<file path="config.mk">
export PLATFORM = sky130hd
export DESIGN_NAME = clk_freq_monitor
export DESIGN_NICKNAME = d
export VERILOG_FILES = /design/src/rtl/freq_mon_pkg.sv /design/src/rtl/sync_rise_det.sv /design/src/rtl/clk_freq_monitor.sv
export SDC_FILE = /design/constraint.sdc
export NUM_CORES = 1
export LEC_CHECK = 0
export CAP_MARGIN = 10
export CORE_UTILIZATION = 42
export DETAILED_ROUTE_END_ITERATION = 10
export DONT_BUFFER_PORTS = 1
export SYNTH_ARGS = -nofsm -noshare
export SYNTH_HDL_FRONTEND = slang
export SYNTH_SLANG_ARGS = --single-unit
export TNS_END_PERCENT = 50
</file>
<file path="constraint.sdc">
create_clock -name clk_in -period 2.1 [get_ports clk_in]
set_input_delay 0.315 -clock clk_in [delete_from_list [all_inputs] [get_ports clk_in]]
set_output_delay 0.315 -clock clk_in [all_outputs]
set_load 0.02 [all_outputs]
</file>
<file path="src/rtl/freq_mon_pkg.sv">
// Shared constants and state encoding for the slow-clock frequency monitor.
// The defaults describe a divider that toggles every 250000 cycles of the fast clock.
package freq_mon_pkg;

   localparam int DEF_CNT_W       = 20;
   localparam int DEF_HALF_PERIOD = 250000;
   localparam int DEF_EXP_PERIOD  = 2 * DEF_HALF_PERIOD;
   localparam int DEF_TOL         = 16;
   localparam int DEF_LOCK_CNT    = 4;
   localparam int DEF_TIMEOUT_CYC = 1000000;
   localparam int LOCK_W          = 4;

   typedef enum logic {
      S_ACQ  = 1'b0,
      S_MEAS = 1'b1
   } state_e;

endpackage

</file>
<file path="src/rtl/sync_rise_det.sv">
// Synchronises the slow input into the fast clock domain and flags genuine rising edges.
// An edge is only accepted after a real low level has been seen following reset.
module sync_rise_det (
   input  logic clk_in,
   input  logic reset,
   input  logic sig_i,
   output logic rise_o
);

   logic s1_q, s2_q, s3_q;
   logic primed_q, armed_q;

   // primed_q marks that s1_q holds a real sample rather than its reset value
   always_ff @(posedge clk_in) begin
      if (reset) begin
         s1_q     <= 1'b0;
         s2_q     <= 1'b0;
         s3_q     <= 1'b0;
         primed_q <= 1'b0;
         armed_q  <= 1'b0;
      end else begin
         s1_q     <= sig_i;
         s2_q     <= s1_q;
         s3_q     <= s2_q;
         primed_q <= 1'b1;
         armed_q  <= armed_q | (primed_q & ~s1_q & ~s2_q);
      end
   end

   assign rise_o = s2_q & ~s3_q & armed_q;

endmodule

</file>
<file path="src/rtl/clk_freq_monitor.sv">
// Measures the period of a slow square wave in fast-clock cycles, reports each period,
// declares lock after consecutive in-tolerance periods and flags loss of signal.
//
// state  | meaning
// S_ACQ  | waiting for a reference rising edge, counter held at 0
// S_MEAS | counting cycles between rising edges
module clk_freq_monitor
   import freq_mon_pkg::*;
#(
   parameter int CNT_W       = DEF_CNT_W,
   parameter int EXP_PERIOD  = DEF_EXP_PERIOD,
   parameter int TOL         = DEF_TOL,
   parameter int LOCK_CNT    = DEF_LOCK_CNT,
   parameter int TIMEOUT_CYC = DEF_TIMEOUT_CYC
) (
   input  logic             clk_in,
   input  logic             reset,
   input  logic             sig_in,
   output logic [CNT_W-1:0] period,
   output logic             period_valid,
   output logic             in_range,
   output logic             locked,
   output logic             timeout
);

   localparam logic [CNT_W:0]    LO_BOUND = (CNT_W+1)'(EXP_PERIOD - TOL);
   localparam logic [CNT_W:0]    HI_BOUND = (CNT_W+1)'(EXP_PERIOD + TOL);
   localparam logic [CNT_W-1:0]  CNT_LAST = CNT_W'(TIMEOUT_CYC - 1);
   localparam logic [LOCK_W-1:0] LOCK_MAX = LOCK_W'(LOCK_CNT);

   state_e              state_q, state_d;
   logic [CNT_W-1:0]    count_q, count_d;
   logic [CNT_W-1:0]    period_q, period_d;
   logic                pv_q, pv_d;
   logic                in_range_q, in_range_d;
   logic                locked_q, locked_d;
   logic                timeout_q, timeout_d;
   logic [LOCK_W-1:0]   lock_cnt_q, lock_cnt_d;
   logic                rise;
   logic [CNT_W:0]      meas;
   logic                meas_ok;
   logic                cnt_last;

   sync_rise_det u_sync (
      .clk_in (clk_in),
      .reset  (reset),
      .sig_i  (sig_in),
      .rise_o (rise)
   );

   // One extra bit so a period equal to 2**CNT_W still compares correctly
   assign meas     = {1'b0, count_q} + (CNT_W+1)'(1);
   assign meas_ok  = (meas >= LO_BOUND) && (meas <= HI_BOUND);
   assign cnt_last = (count_q == CNT_LAST);

   always_ff @(posedge clk_in) begin
      if (reset) state_q <= S_ACQ;
      else       state_q <= state_d;
   end

   always_comb begin
      state_d = state_q;
      case (state_q)
         S_ACQ:   if (rise) state_d = S_MEAS;
         S_MEAS:  if (!rise && cnt_last) state_d = S_ACQ;
         default: state_d = S_ACQ;
      endcase
   end

   always_comb begin
      count_d    = count_q;
      period_d   = period_q;
      pv_d       = 1'b0;
      in_range_d = in_range_q;
      locked_d   = locked_q;
      timeout_d  = 1'b0;
      lock_cnt_d = lock_cnt_q;
      case (state_q)
         S_ACQ: count_d = '0;
         S_MEAS: begin
            if (rise) begin
               period_d   = meas[CNT_W-1:0];
               pv_d       = 1'b1;
               in_range_d = meas_ok;
               count_d    = '0;
               if (meas_ok) begin
                  lock_cnt_d = (lock_cnt_q == LOCK_MAX) ? lock_cnt_q : lock_cnt_q + LOCK_W'(1);
                  locked_d   = (lock_cnt_d == LOCK_MAX);
               end else begin
                  lock_cnt_d = '0;
                  locked_d   = 1'b0;
               end
            end else if (cnt_last) begin
               timeout_d  = 1'b1;
               locked_d   = 1'b0;
               lock_cnt_d = '0;
               count_d    = '0;
            end else begin
               count_d = count_q + CNT_W'(1);
            end
         end
         default: count_d = '0;
      endcase
   end

   always_ff @(posedge clk_in) begin
      if (reset) begin
         count_q    <= '0;
         period_q   <= '0;
         pv_q       <= 1'b0;
         in_range_q <= 1'b0;
         locked_q   <= 1'b0;
         timeout_q  <= 1'b0;
         lock_cnt_q <= '0;
      end else begin
         count_q    <= count_d;
         period_q   <= period_d;
         pv_q       <= pv_d;
         in_range_q <= in_range_d;
         locked_q   <= locked_d;
         timeout_q  <= timeout_d;
         lock_cnt_q <= lock_cnt_d;
      end
   end

   assign period       = period_q;
   assign period_valid = pv_q;
   assign in_range     = in_range_q;
   assign locked       = locked_q;
   assign timeout      = timeout_q;

endmodule
</file>
==> results by group, run 1 <==
GRT
  – GRT busiest layer: met2
  – Largest net degree at the start of global routing: 40
  – GR Overflow Total: 0
  – Vias in the first global route: between 1.5k and 2k
  – First-pass GRT wire length: ~9000 um
  – Initial antenna violation count: 0
  – Gr usage total: 0.193
  – M3 GR Usage: 0.0440
  – Met2 usage: 0.299
  – M1 GR Usage: 0.259

Setup path
  – CP endpoint kind: register
  – Crit path cell chain: buf_6, nand4_4, or3_4, buf_6, nor3_4, a21oi_2, nor4b_4, buf_4, o311ai_1, a21oi_1
  – Reg2Reg Setup Slack: between 0.003 and 0.004 ns
  – Crit path DAT: approximately 2.4 ns
  – FF-to-FF Start: count_q[0]
  – Crit-path slowest cell: or3_4
  – Most used cell, CP: buf_6
  – Worst setup path class: reg -> reg
  – Crit path from: count_q[0]
  – Critical Path RT: 2.35 ns
  – Crit-path max cell delay: ~0.44 ns
  – Startpoint Class: register
  – CP Max Fanout: 6

Layout
  – Final Util: 0.573
  – Commonest non-fill, non-tap cell in the layout: nor2_1
  – Ant diodes: 0
  – Fin cells: around 370
  – Nets@finish: 302
  – Ratio of cells with drive above 1 in the final layout: 0.283
  – Register Area: roughly 1100 um2
  – Area occupied by multi-input gates: roughly 1400 um2
  – Layout area overhead: 28.1%
  – FILL cells: roughly 470
  – Commonest non-fill, non-tap cells in the layout: nor2_1 (56), dfxtp_1 (49), buf_4 (36), a211oi_1 (19), nand2_1 (18)

Timing
  – Worst clock skew: ~0.0071 ns
  – Fmax: ~480 MHz
  – PnR worst setup slack: around 0.0034 ns
  – Final max-slew violation count: 0
  – Final critical-path share of the clock period: 0.998
  – Total Neg Setup Slack: 0 ns
  – Max-slew headroom: 0.725
  – Worst Tran Pin Value: a little over 0.4 ns
  – Setup repair after global routing missed its margin: yes
  – Final setup vio count: 0
  – Final min period: approximately 2.1 ns
  – Smallest hold slack: approximately 0.062 ns
  – Hold Vio Cnt, Final: 0

Synth
  – Number of synthesis warnings: 0
  – Register bit total from synthesis: 54
  – Cell Area, Synth: about 2400 um2
  – Syn Nets: around 270
  – Seq/Total Area, Yosys: 0.459
  – Cells after Synth: 260
  – Synthesized area per cell: 9.07 um2
  – Distinct cells, synth: 45

Route
  – Via/cell ratio: around 5.3
  – Initial DRC count: 85
  – Average wire per standard cell: around 15 um
  – DR vias: ~1.9k
  – First-pass DRT Iterations: 4
  – DRT antenna net count: 0
  – DRC viols: 0
  – WL final: about 5600 um

Floorplanning
  – Die area: approximately 5900 um2
  – Site Rows: 26
  – Ports: 27
  – Area of the core: around 5300 um2
  – Die width: roughly 77 um
  – Initial Utilization: 0.447
  – Die Y: between 70 and 80 um

Power
  – Switching pwr: between 300 and 400 uW
  – Switching part of the total: 0.213
  – Maximum VDD drop: 0.322 mV
  – Comb pwr share: 0.008
  – Internal power: between 1 and 1.5 mW
  – Clock share of power: 0.407
  – Reg power frac: 0.585
  – Leakage: roughly 1.1 nW
  – Pwr Density: approximately 580 nW/um2

CTS
  – CTS tree: built
  – CTS Buf Count: 5
  – Worst-Skew Late Latency: roughly 0.31 ns
  – CTS root buf: clkbuf_8
  – CTS sink count: 54
  – Clk buf depth: 2
  – Reg clk slew, reported paths: 0.10 ns
  – H-Tree Depth: 2

Worst hold path
  – Min-delay worst type: in -> reg
  – Hold Startpoint: reset

Run status
  – Run status: finished, final reports clean

Placement
  – Worst slack, placed: -0.0926 ns
  – GPL Wtd Cong: 0.830
  – Port-buffer cells: 0
  – HPWL Detailed: ~3700 um
  – Post-Place Cells: about 350

Flow run
  – Max cap viols: 0
-- cells by family (layout without fill, tap and decap cells) --
group	after synthesis	after routing	synth area share
multiplexers	1	1	0.00425
adder cells (fa/ha/maj)	3	3	0.0159
XOR/XNOR	19	19	0.0706
flip-flops	54	54	0.459
AND/OR/NAND/NOR	122	123	0.292
AO/OA/AOI/OAI	41	41	0.124
buffers and inverters	20	56	0.0340
-- repair_timing --
action / 4_1_cts / 5_1_grt
gates cloned: 1 / 0
hold buffers: 0 / 0
buffers inserted: 2 / 2
setup endpoints to repair: 6 / 6
pin swaps: 5 / 10
gates resized for setup: 9 / 21
-- sequential cells by signal, indices dropped and copies added (netlist names) --
register / count
lock_cnt_q: 4
period_valid: 1
u_sync.s3_q: 1
u_sync.primed_q: 1
count_q: 20
timeout: 1
in_range: 1
u_sync.s2_q: 1
period: 20
u_sync.armed_q: 1
state_q: 1
locked: 1
u_sync.s1_q: 1
-- area by class of cell --
| class | count | share of cell area |
|---|---|---|
| well taps | 70 | 0.0290 |
| flip-flops and latches | 54 | 0.362 |
| multi-input cells | 187 | 0.449 |
| clock inverters | 3 | 0.0149 |
| inverters | 6 | 0.00746 |
| repair buffers | 42 | 0.115 |
| clock buffers | 5 | 0.0228 |
-- critical path: cells and delay by family (launching register included) --
family	cells	cell delay, ns
flops	1	0.39
compound gates	3	0.28
simple gates	4	0.94
buf+inv	3	0.41
-- power by group through the flow --
stage,Combinational (mW),Clock (mW),Sequential [mW]
3_3_place_gp,0.0135,0,1.06
5_1_grt,0.0158,0.777,1.03
2_1_floorplan,0.0167,0,1.06
4_1_cts,0.0140,0.722,1.03
6_report,0.0140,0.719,1.03
3_5_place_dp,0.0137,0,1.06
-- layer usage --
layer | routed length (um) | up-vias
met2 | 2530 | 56
met5 | 0 | -
met3 | 235 | 12
met1 | 2680 | 898
li1 | - | 983
met4 | 121 | 0
-- through the flow --
stage | cell area [um2] | total power, mW
after floorplan | 2390 | 1.07
after global placement | 2720 | 1.07
after detailed placement | 2720 | 1.07
after CTS | 2910 | 1.77
after global routing | 3020 | 1.83
final | 3020 | 1.76
-- Yosys cell counts, drive strengths merged --
master   count  share of area
o311ai       1         0.0037
mux2i        1         0.0042
dfxtp       54           0.46
nor2b        6          0.016
xor2         6          0.022
nor4         5          0.031
clkbuf       7          0.011
and4b        1         0.0042
o21a         1         0.0032
a32oi        2         0.0074
nor2        56          0.089
ha           3          0.016
o211ai       3         0.0096
a311o        1         0.0042
inv          6         0.0096
nor3b        1         0.0032
nand4b       1          0.010
a21o         1         0.0032
o21ai        3         0.0064
nand3        8          0.021
nor3         6          0.017
and3         1         0.0027
nand2b       1         0.0027
a2111oi      1         0.0037
a41o         1         0.0042
buf          7          0.013
a211oi      19          0.061
and2         1         0.0027
xnor2       13          0.048
and2b        1         0.0032
or3          2         0.0074
or2          2         0.0053
nand4        8          0.027
nor4b        4          0.021
a22oi        1         0.0032
nand2       18          0.029
a21oi        7          0.015
-- path summary, 6_finish.rpt --
path | to | cells after the start
max | lock_cnt_q[2] | 10
min | u_sync.s2_q | 1
min reg2reg | u_sync.s2_q | 1
max reg2reg | lock_cnt_q[2] | 10
Power figures use the tool's default switching activity.
==> inputs of run 2 (changes only) <==
--- a/config.mk
+++ b/config.mk
@@ -6,9 +6,12 @@
 export NUM_CORES = 1
 export LEC_CHECK = 0
 export CAP_MARGIN = 10
-export CORE_UTILIZATION = 42
+export CORE_UTILIZATION = 56
 export DETAILED_ROUTE_END_ITERATION = 10
 export DONT_BUFFER_PORTS = 1
+export MAX_ROUTING_LAYER = met4
+export PLACE_DENSITY = 0.74
+export SKIP_CTS_REPAIR_TIMING = 1
 export SYNTH_ARGS = -nofsm -noshare
 export SYNTH_HDL_FRONTEND = slang
 export SYNTH_SLANG_ARGS = --single-unit
==> run 2 against run 1 <==
Clock skew up 0.0014 ns. The run now ends with setup timing left. Count of clock-buffer cells in the layout did not move. Routed wire length fell by 6.6%. Die area down 24%. Via count decreased by 0.36%. Total power fell by 6.9%.
==> results by group, run 2 (synthesis gave the netlist of run 1 again) <==
Power
  – Switching part of the total: 0.227
  – Maximum VDD drop: slightly above 0.4 mV
  – Leakage: around 1.0 nW
  – Clock share of power: 0.367
  – Pwr Density: 564 nW/um2
  – Internal power: roughly 1.3 mW
  – Switching pwr: about 370 uW
  – Reg power frac: 0.625
  – Comb pwr share: 0.008

CTS
  – Worst-Skew Late Latency: between 0.3 and 0.4 ns
  – Reg clk slew, reported paths: approximately 0.1 ns
  – CTS sink count: 54
  – CTS root buf: clkbuf_8
  – H-Tree Depth: 2
  – Clk buf depth: 2
  – CTS Buf Count: 5
  – CTS tree: built

Route
  – DRT antenna net count: 0
  – Via/cell ratio: between 5 and 6
  – Average wire per standard cell: 15.0 um
  – WL final: around 5200 um
  – DRC viols: 0
  – Initial DRC count: approximately 130
  – DR vias: a little under 2k
  – First-pass DRT Iterations: 4

Timing
  – Smallest hold slack: 0.0471 ns
  – Hold Vio Cnt, Final: 0
  – Worst Tran Pin Value: 0.492 ns
  – Final setup vio count: 5
  – Final max-slew violation count: 0
  – PnR worst setup slack: -0.0548 ns
  – Total Neg Setup Slack: -0.165 ns
  – Final critical-path share of the clock period: 1.03
  – Worst clock skew: around 0.0085 ns
  – Fmax: 464 MHz
  – Setup repair after global routing missed its margin: yes
  – Final min period: 2.15 ns
  – Max-slew headroom: 0.670

Layout
  – Commonest non-fill, non-tap cell in the layout: nor2_1
  – Ant diodes: 0
  – Commonest non-fill, non-tap cells in the layout: nor2_1 (56), dfxtp_1 (43), buf_4 (37), a211oi_1 (19), nand2_1 (18)
  – Layout area overhead: 23.7%
  – Ratio of cells with drive above 1 in the final layout: 0.279
  – Nets@finish: roughly 300

Run status
  – Run status: complete, but fails checks
  – Failing checks: setup timing

Setup path
  – Crit path DAT: between 2 and 2.5 ns
  – Crit-path slowest cell: dfxtp_4
  – Crit path max-delay family: simple AND/OR/NAND/NOR gates
  – Critical Path RT: between 2 and 2.5 ns
  – Most used cell, CP: nor4_4
  – Crit-path max cell delay: 0.39 ns
  – CP endpoint kind: register
  – Buffers & Inverters on Critical Path: 2
  – CP Max Fanout: 6
  – Crit path from: count_q[7]
  – FF-to-FF Start: count_q[7]
  – Startpoint Class: register
  – Crit path cell chain: nand4_4, buf_6, nor4_4, xor2_1, o211ai_1, nor4_4, buf_4, o311ai_1, a21oi_1
  – Worst setup path class: reg -> reg

Floorplanning
  – Die Y: roughly 67 um
  – Die width: 66.9 um
  – Area of the core: slightly above 4000 um2
  – Ports: 27
  – Die area: 4470 um2
  – Site Rows: 23
  – Initial Utilization: 0.585

GRT
  – Gr usage total: 0.254
  – First-pass GRT wire length: slightly above 8000 um
  – Largest net degree at the start of global routing: 40
  – Vias in the first global route: between 1.5k and 2k
  – Initial antenna violation count: 0
  – GR Overflow Total: 0

Placement
  – Port-buffer cells: 0
  – HPWL Detailed: ~3600 um
  – Worst slack, placed: -0.103 ns
  – GPL Wtd Cong: 0.864

Worst hold path
  – Hold Startpoint: reset
  – Min-delay worst type: in -> reg

Flow run
  – Max cap viols: 0
run 2: changes by cell type in the layout (fill, tap and decap cells not counted), moves of 2 or more:
| cell | previous run | this run |
|---|---|---|
| dfxtp_1 | 49 | 43 |
| dfxtp_2 | 3 | 6 |
| dfxtp_4 | 2 | 5 |
| nor3_1 | 2 | 4 |
| nor3_2 | 2 | 0 |
| nor4_2 | 0 | 2 |
| nor4_4 | 5 | 3 |
| xnor2_1 | 11 | 13 |
| xnor2_2 | 2 | 0 |
run 2: per-layer routing:
layer / up-vias / part of all wire / GRT usage
met2: 44 / 0.45 / 0.379
met3: 15 / 0.042 / 0.0479
met5: - / 0 / -
li1: 987 / - / -
met4: 0 / 0.027 / 0.122
met1: 896 / 0.48 / 0.327
run 2: stage by stage:
| step | area, um2 | power, mW | cells | utilization |
|---|---|---|---|---|
| after floorplan | 2390 | 1.07 | 260 | - |
| after detailed placement | 2690 | 1.07 | 335 | 0.667 |
| after CTS | 2780 | 1.66 | 343 | 0.690 |
| after global routing | 2920 | 1.69 | 348 | 0.724 |
| after global placement | 2690 | 1.07 | 335 | 0.667 |
| final | 2920 | 1.64 | 348 | 0.724 |
run 2: worst paths after layout:
check,end,slack [ns],depth (start not counted)
worst max register to register,lock_cnt_q[2],-0.05,9
worst min register to register,u_sync.s2_q,0.47,1
worst max-delay path,lock_cnt_q[2],-0.05,9
worst min-delay path,period[1],0.05,1
run 2: layout make-up:
type,count,area [um2]
Clock buffer,5,68.8
Clock inverter,3,25.0
Fill cell,311,1110
Inverter,6,22.5
Multi-Input combinational cell,187,1280
Sequential cell,54,1110
Tap cell,50,62.6
Timing Repair Buffer,43,345
run 2: power by group through the flow:
stage / clock, mW / combinational [mW] / sequential (mW)
2_1_floorplan: 0 / 0.0167 / 1.06
3_3_place_gp: 0 / 0.0128 / 1.06
3_5_place_dp: 0 / 0.0130 / 1.06
4_1_cts: 0.609 / 0.0131 / 1.03
5_1_grt: 0.646 / 0.0152 / 1.03
6_report: 0.602 / 0.0133 / 1.03
